## src/rtl/lite16_pkg.sv

```systemverilog
// Shared constants for the LITE-16 execute-stage ALU: datapath width,
// ALU operation codes, compare condition codes and shifter modes.
package lite16_pkg;

  localparam int WIDTH = 16;

  // ALU operation codes (fn=0)
  localparam logic [2:0] OP_ADD = 3'd0;
  localparam logic [2:0] OP_SUB = 3'd1;
  localparam logic [2:0] OP_AND = 3'd2;
  localparam logic [2:0] OP_OR  = 3'd3;
  localparam logic [2:0] OP_XOR = 3'd4;
  localparam logic [2:0] OP_SLL = 3'd5;
  localparam logic [2:0] OP_SRL = 3'd6;
  localparam logic [2:0] OP_SRA = 3'd7;

  // Compare condition codes (fn=1)
  localparam logic [2:0] CC_EQ     = 3'd0;
  localparam logic [2:0] CC_NE     = 3'd1;
  localparam logic [2:0] CC_LT     = 3'd2;
  localparam logic [2:0] CC_GE     = 3'd3;
  localparam logic [2:0] CC_LTU    = 3'd4;
  localparam logic [2:0] CC_GEU    = 3'd5;
  localparam logic [2:0] CC_ALWAYS = 3'd6;
  localparam logic [2:0] CC_NEVER  = 3'd7;

  // Shifter modes
  localparam logic [1:0] SH_SLL = 2'd0;
  localparam logic [1:0] SH_SRL = 2'd1;
  localparam logic [1:0] SH_SRA = 2'd2;

endpackage

```

## src/rtl/lite16_alu_shifter.sv

```systemverilog
// Combinational logarithmic barrel shifter: SLL, SRL (zero fill) and
// SRA (sign fill). One stage per shift-amount bit.
module lite16_alu_shifter
  import lite16_pkg::*;
#(
  parameter int SW = 16
) (
  input  logic [SW-1:0]         op1,
  input  logic [$clog2(SW)-1:0] shamt,
  input  logic [1:0]            mode,
  output logic [SW-1:0]         result
);

  localparam int NSTAGE = $clog2(SW);

  logic [SW-1:0] stage [0:NSTAGE];
  logic          shift_left;
  logic          fill_bit;

  assign shift_left = (mode == SH_SLL);
  // Arithmetic right shift replicates the original sign bit into every vacated slot.
  assign fill_bit   = (mode == SH_SRA) ? op1[SW-1] : 1'b0;
  assign stage[0]   = op1;

  genvar gi;
  generate
    for (gi = 0; gi < NSTAGE; gi++) begin : g_stage
      localparam int SH = 1 << gi;
      assign stage[gi+1] = !shamt[gi] ? stage[gi] :
                           shift_left ? {stage[gi][SW-1-SH:0], {SH{1'b0}}} :
                                        {{SH{fill_bit}}, stage[gi][SW-1:SH]};
    end
  endgenerate

  assign result = stage[NSTAGE];

endmodule

```

## src/rtl/lite16_alu.sv

```systemverilog
// LITE-16 execute-stage ALU: operand select, add/sub, logic ops, shifts,
// compare conditions and load pass-through, with registered result and flag.
module lite16_alu
  import lite16_pkg::*;
#(
  parameter int WIDTH = 16
) (
  input  logic             clk,
  input  logic             rst_n,
  input  logic [2:0]       codeop,
  input  logic [WIDTH-1:0] a,
  input  logic [WIDTH-1:0] b,
  input  logic [WIDTH-1:0] rd,
  input  logic             ri,
  input  logic             ld,
  input  logic             fn,
  output logic [WIDTH-1:0] r,
  output logic             cmp
);

  logic [WIDTH-1:0] op1;
  logic [WIDTH-1:0] op2;
  logic [WIDTH-1:0] sum;
  logic [WIDTH:0]   diff_ext;
  logic [WIDTH-1:0] diff;
  logic             borrow;
  logic             is_eq;
  logic             is_lt;
  logic             is_ltu;
  logic [1:0]       sh_mode;
  logic [WIDTH-1:0] sh_result;
  logic [WIDTH-1:0] r_reg;
  logic [WIDTH-1:0] r_next;
  logic             cmp_reg;
  logic             cmp_next;

  assign op1 = ri ? rd : a;
  assign op2 = b;

  // Shared subtractor: the extra top bit is the unsigned borrow.
  assign sum      = op1 + op2;
  assign diff_ext = {1'b0, op1} - {1'b0, op2};
  assign diff     = diff_ext[WIDTH-1:0];
  assign borrow   = diff_ext[WIDTH];

  // Signed less-than: differing signs decide directly, otherwise the
  // difference sign is exact because no overflow is possible.
  assign is_eq  = (op1 == op2);
  assign is_ltu = borrow;
  assign is_lt  = (op1[WIDTH-1] ^ op2[WIDTH-1]) ? op1[WIDTH-1] : diff[WIDTH-1];

  // Map shift opcodes onto shifter modes; non-shift ops leave it idle on SLL.
  always_comb begin
    sh_mode = SH_SLL;
    if (codeop == OP_SRL) sh_mode = SH_SRL;
    else if (codeop == OP_SRA) sh_mode = SH_SRA;
  end

  lite16_alu_shifter #(
    .SW(WIDTH)
  ) u_shifter (
    .op1   (op1),
    .shamt (op2[$clog2(WIDTH)-1:0]),
    .mode  (sh_mode),
    .result(sh_result)
  );

  // Select next result and compare flag; load overrides everything else.
  always_comb begin
    r_next   = '0;
    cmp_next = 1'b0;
    if (ld) begin
      r_next = b;
    end else if (fn) begin
      r_next = diff;
      case (codeop)
        CC_EQ:     cmp_next = is_eq;
        CC_NE:     cmp_next = !is_eq;
        CC_LT:     cmp_next = is_lt;
        CC_GE:     cmp_next = !is_lt;
        CC_LTU:    cmp_next = is_ltu;
        CC_GEU:    cmp_next = !is_ltu;
        CC_ALWAYS: cmp_next = 1'b1;
        CC_NEVER:  cmp_next = 1'b0;
        default:   cmp_next = 1'b0;
      endcase
    end else begin
      case (codeop)
        OP_ADD:  r_next = sum;
        OP_SUB:  r_next = diff;
        OP_AND:  r_next = op1 & op2;
        OP_OR:   r_next = op1 | op2;
        OP_XOR:  r_next = op1 ^ op2;
        OP_SLL,
        OP_SRL,
        OP_SRA:  r_next = sh_result;
        default: r_next = '0;
      endcase
    end
  end

  // Output registers with synchronous active-low reset.
  always_ff @(posedge clk) begin
    if (!rst_n) begin
      r_reg   <= '0;
      cmp_reg <= 1'b0;
    end else begin
      r_reg   <= r_next;
      cmp_reg <= cmp_next;
    end
  end

  assign r   = r_reg;
  assign cmp = cmp_reg;

endmodule

```

## config.mk

```make
export PLATFORM = sky130hd
export DESIGN_NAME = lite16_alu
export DESIGN_NICKNAME = d
export VERILOG_FILES = /design/src/rtl/lite16_pkg.sv /design/src/rtl/lite16_alu_shifter.sv /design/src/rtl/lite16_alu.sv
export SDC_FILE = /design/constraint.sdc
export NUM_CORES = 1
export LEC_CHECK = 0
export CORE_AREA = 2 2 98 100
export DETAILED_ROUTE_END_ITERATION = 7
export DIE_AREA = 0 0 100 102
export PLACE_DENSITY = 0.8
export SLEW_MARGIN = 20
export SYNTH_ARGS = -nofsm -noshare
export SYNTH_HDL_FRONTEND = slang
export SYNTH_SLANG_ARGS = --single-unit
```

## constraint.sdc

```tcl
create_clock -name clk -period 8.5 [get_ports clk]
set_input_delay 1.7 -clock clk [delete_from_list [all_inputs] [get_ports clk]]
set_output_delay 1.7 -clock clk [all_outputs]
set_load 0.1 [all_outputs]
```

==> run summary <==
status - finished, final reports clean
fillers - 841
Synth Area in Adders - 13.4%
grt total ovfl - 0
# DRC - 0
met1 global-route usage - 51.0%
Worst-path clk slew - 0.09 ns
first-pass GRT wire length - 30.7 mm
CP max-delay cell - mux2i_1
Initial Utilization - 54.1%
Hold Path End - r[8]
Worst Path Required - 8.70 ns
max reg flops - 16
XOR/XNOR Fraction of Synth Area - 3.55%
placed insts - 842
setup TNS - 0 ns
Routed Antenna Nets - 0
HPWL after DPL - 15.1 mm
worst ir drop on vdd - 0.0524 mV
TritonCTS Sinks - 17
DR WL/cell - 23.5 µm
Slew @ Worst Pin - 1.20 ns
num rows - 35
Seq/Total Area, Yosys - 6.90%
commonest non-fill, non-tap cell in the layout - a21oi_1
Post-synth top flop - dfxtp_1
Seq cells post-synth - 17
Max H-tree Level - 1
share of cells above drive strength 1 - 6.80%
EDFF count, synth - 0
Post-Synthesis Net Count - 813
Initial DRT Pass Iterations - 6
Syn Inst Count - 706
Syn Std Cell Area - 4930 µm²
Synth warnings - 0
Synth cell types - 74
1st-iter DRT viols - 862
dpl cell area - 5600 µm²
vias - 6,103
FF+latch area - 340 µm²
mux cell area share after synthesis - 11.2%
non-filler cells, final - 846
I/O pins - 73
Synth Area in Compound Gates - 38.0%
design area - 5650 µm²
met3 usage - 7.46%
PwrDens - 111 nW/µm²
minimum clock period - 6.04 ns
CP arrival - 6.24 ns
cells along the critical path - buf_2, mux2i_1, inv_1, ha_1, o21bai_1, a211oi_1, nand2_1, a311o_1, a221oi_1, o21bai_1, a21oi_1, fa_1, nor3_1, a21oi_1, o21ai_0, o31ai_1, o21ai_1
max_slew headroom - 18.0%
Slew Limit Fails - 0
antenna violations before repair - 0
Die ar. - 10,200 µm²
hold buffers post-CTS - 0
leakage - 0.00224 µW
Avg Inst Size Synth - 6.99 µm²
max cap viols - 0
HP Class - primary input to flip-flop
Num CTS Buffers - 3
final setup vio count - 0
global placer's final weighted congestion - 1.01
number of nets in the layout - 843
Hold Startpoint - b[8]
gr busiest metal - met2
Clock Tree Buf Depth - 2
area occupied by multi-input gates - 4110 µm²
RSZ-0062 raised after global routing - no
Die Ht - 102 µm
simple-gate share of the synthesized area - 17.1%
Post-synth ARST share - 0%
overall power - 628 µW
Total Routing Usage GR - 38.6%
crit path kind - primary input to flip-flop
Final Hold Viols - 0
port bufs - 72
root buffer cell - clkbuf_8
pre-CTS setup slack - 2.29 ns
grt met2 use - 59.5%
Final period util - 71.0%
routed vias/inst - 7.21
Final WS setup - 2.46 ns
number of gates resized after CTS - 0
Routed WL - 19.9 mm
CTS tree - built
commonest non-fill, non-tap cells in the layout - a21oi_1, clkdlybuf4s50_1, nor2_1
maximum fanout along the worst path - 22
crit path launch type - primary input
largest family of logic cells by synthesized area - compound AO/OA/AOI/OAI gates
vias in the first global route - 5,664
Core Region - 9110 µm²
Post-CTS Setup Repair Bufs - 0
Max Clk Rate - 166 MHz
largest net degree at the start of global routing - 43
crit end category - flip-flop
Layout area overhead - 14.6%
WHS Path Cells - 3
Die X - 100 µm
n_diodes - 0
largest stage delay on the critical path - 0.66 ns
-- Yosys cell counts, types with 8 or more instances --
cell type,count,area (µm²)
a21oi_1,74,370
nor2_1,61,229
inv_1,54,203
nand2_1,54,203
ha_1,48,601
o21ai_0,47,235
clkbuf_1,42,158
nor3_1,21,105
a31oi_1,17,106
dfxtp_1,17,340
xnor2_1,17,149
a211oi_1,15,113
o221ai_1,15,131
o22ai_1,15,93.8
mux2i_1,13,130
a221oi_1,12,105
nand3_1,12,60.1
mux4_2,10,225
o211ai_1,8,60.1
-- logic make-up after synthesis --
kind of cell,count (synthesis)
simple gates,186
buf+inv,117
flops,17
compound gates,281
fa+ha+maj,51
mux,34
xor+xnor,20
-- worst max-delay path: cells and delay by family --
kind / cells / cell delay, ns
AND/OR/NAND/NOR: 2 / 0.32
adder cells (fa/ha/maj): 2 / 0.70
buffers and inverters: 2 / 0.85
AO/OA/AOI/OAI: 10 / 1.98
multiplexers: 1 / 0.66
-- metal layers --
layer / wire (µm) / share of wire [%]
met5: 0 / 0
met4: 1130 / 5.7
met3: 2590 / 13
met2: 8500 / 43
met1: 7650 / 38
-- power by group --
part / internal (µW) / switching (µW) / total, µW / leakage [µW]
clock: 33.4 / 36.0 / 69.4 / 0.0000228
combinational: 163 / 305 / 468 / 0.00208
sequential: 88.1 / 2.04 / 90.2 / 0.000142
-- metrics by stage --
step                      util (%)  hold slack, ns
after floorplan                  -            1.89
after global placement        61.5            2.37
after detailed placement      61.5            2.40
after CTS                     62.0            2.13
after global routing          62.0            2.16
final                         62.0            2.12
-- layout make-up --
| class | count | area share [%] |
|---|---|---|
| multi-input combinational | 572 | 72.7 |
| timing repair buffer | 82 | 14.0 |
| sequential | 17 | 6.02 |
| inverter | 60 | 3.99 |
| tap | 111 | 2.46 |
| clock buffer | 4 | 0.797 |
-- worst max-delay path by stage --
stage / startpoint / endpoint / slack, ns / cells after the start
3_3_place_gp: ri / r[15] / 2.44 / 17
6_report: ri / r[15] / 2.46 / 17
4_1_cts: ri / r[15] / 2.54 / 17
2_1_floorplan: ri / r[15] / 3.39 / 16
3_5_place_dp: ri / r[15] / 2.29 / 17
5_1_grt: ri / r[15] / 2.00 / 17
Note: power is estimated with default switching activity, not from simulation.
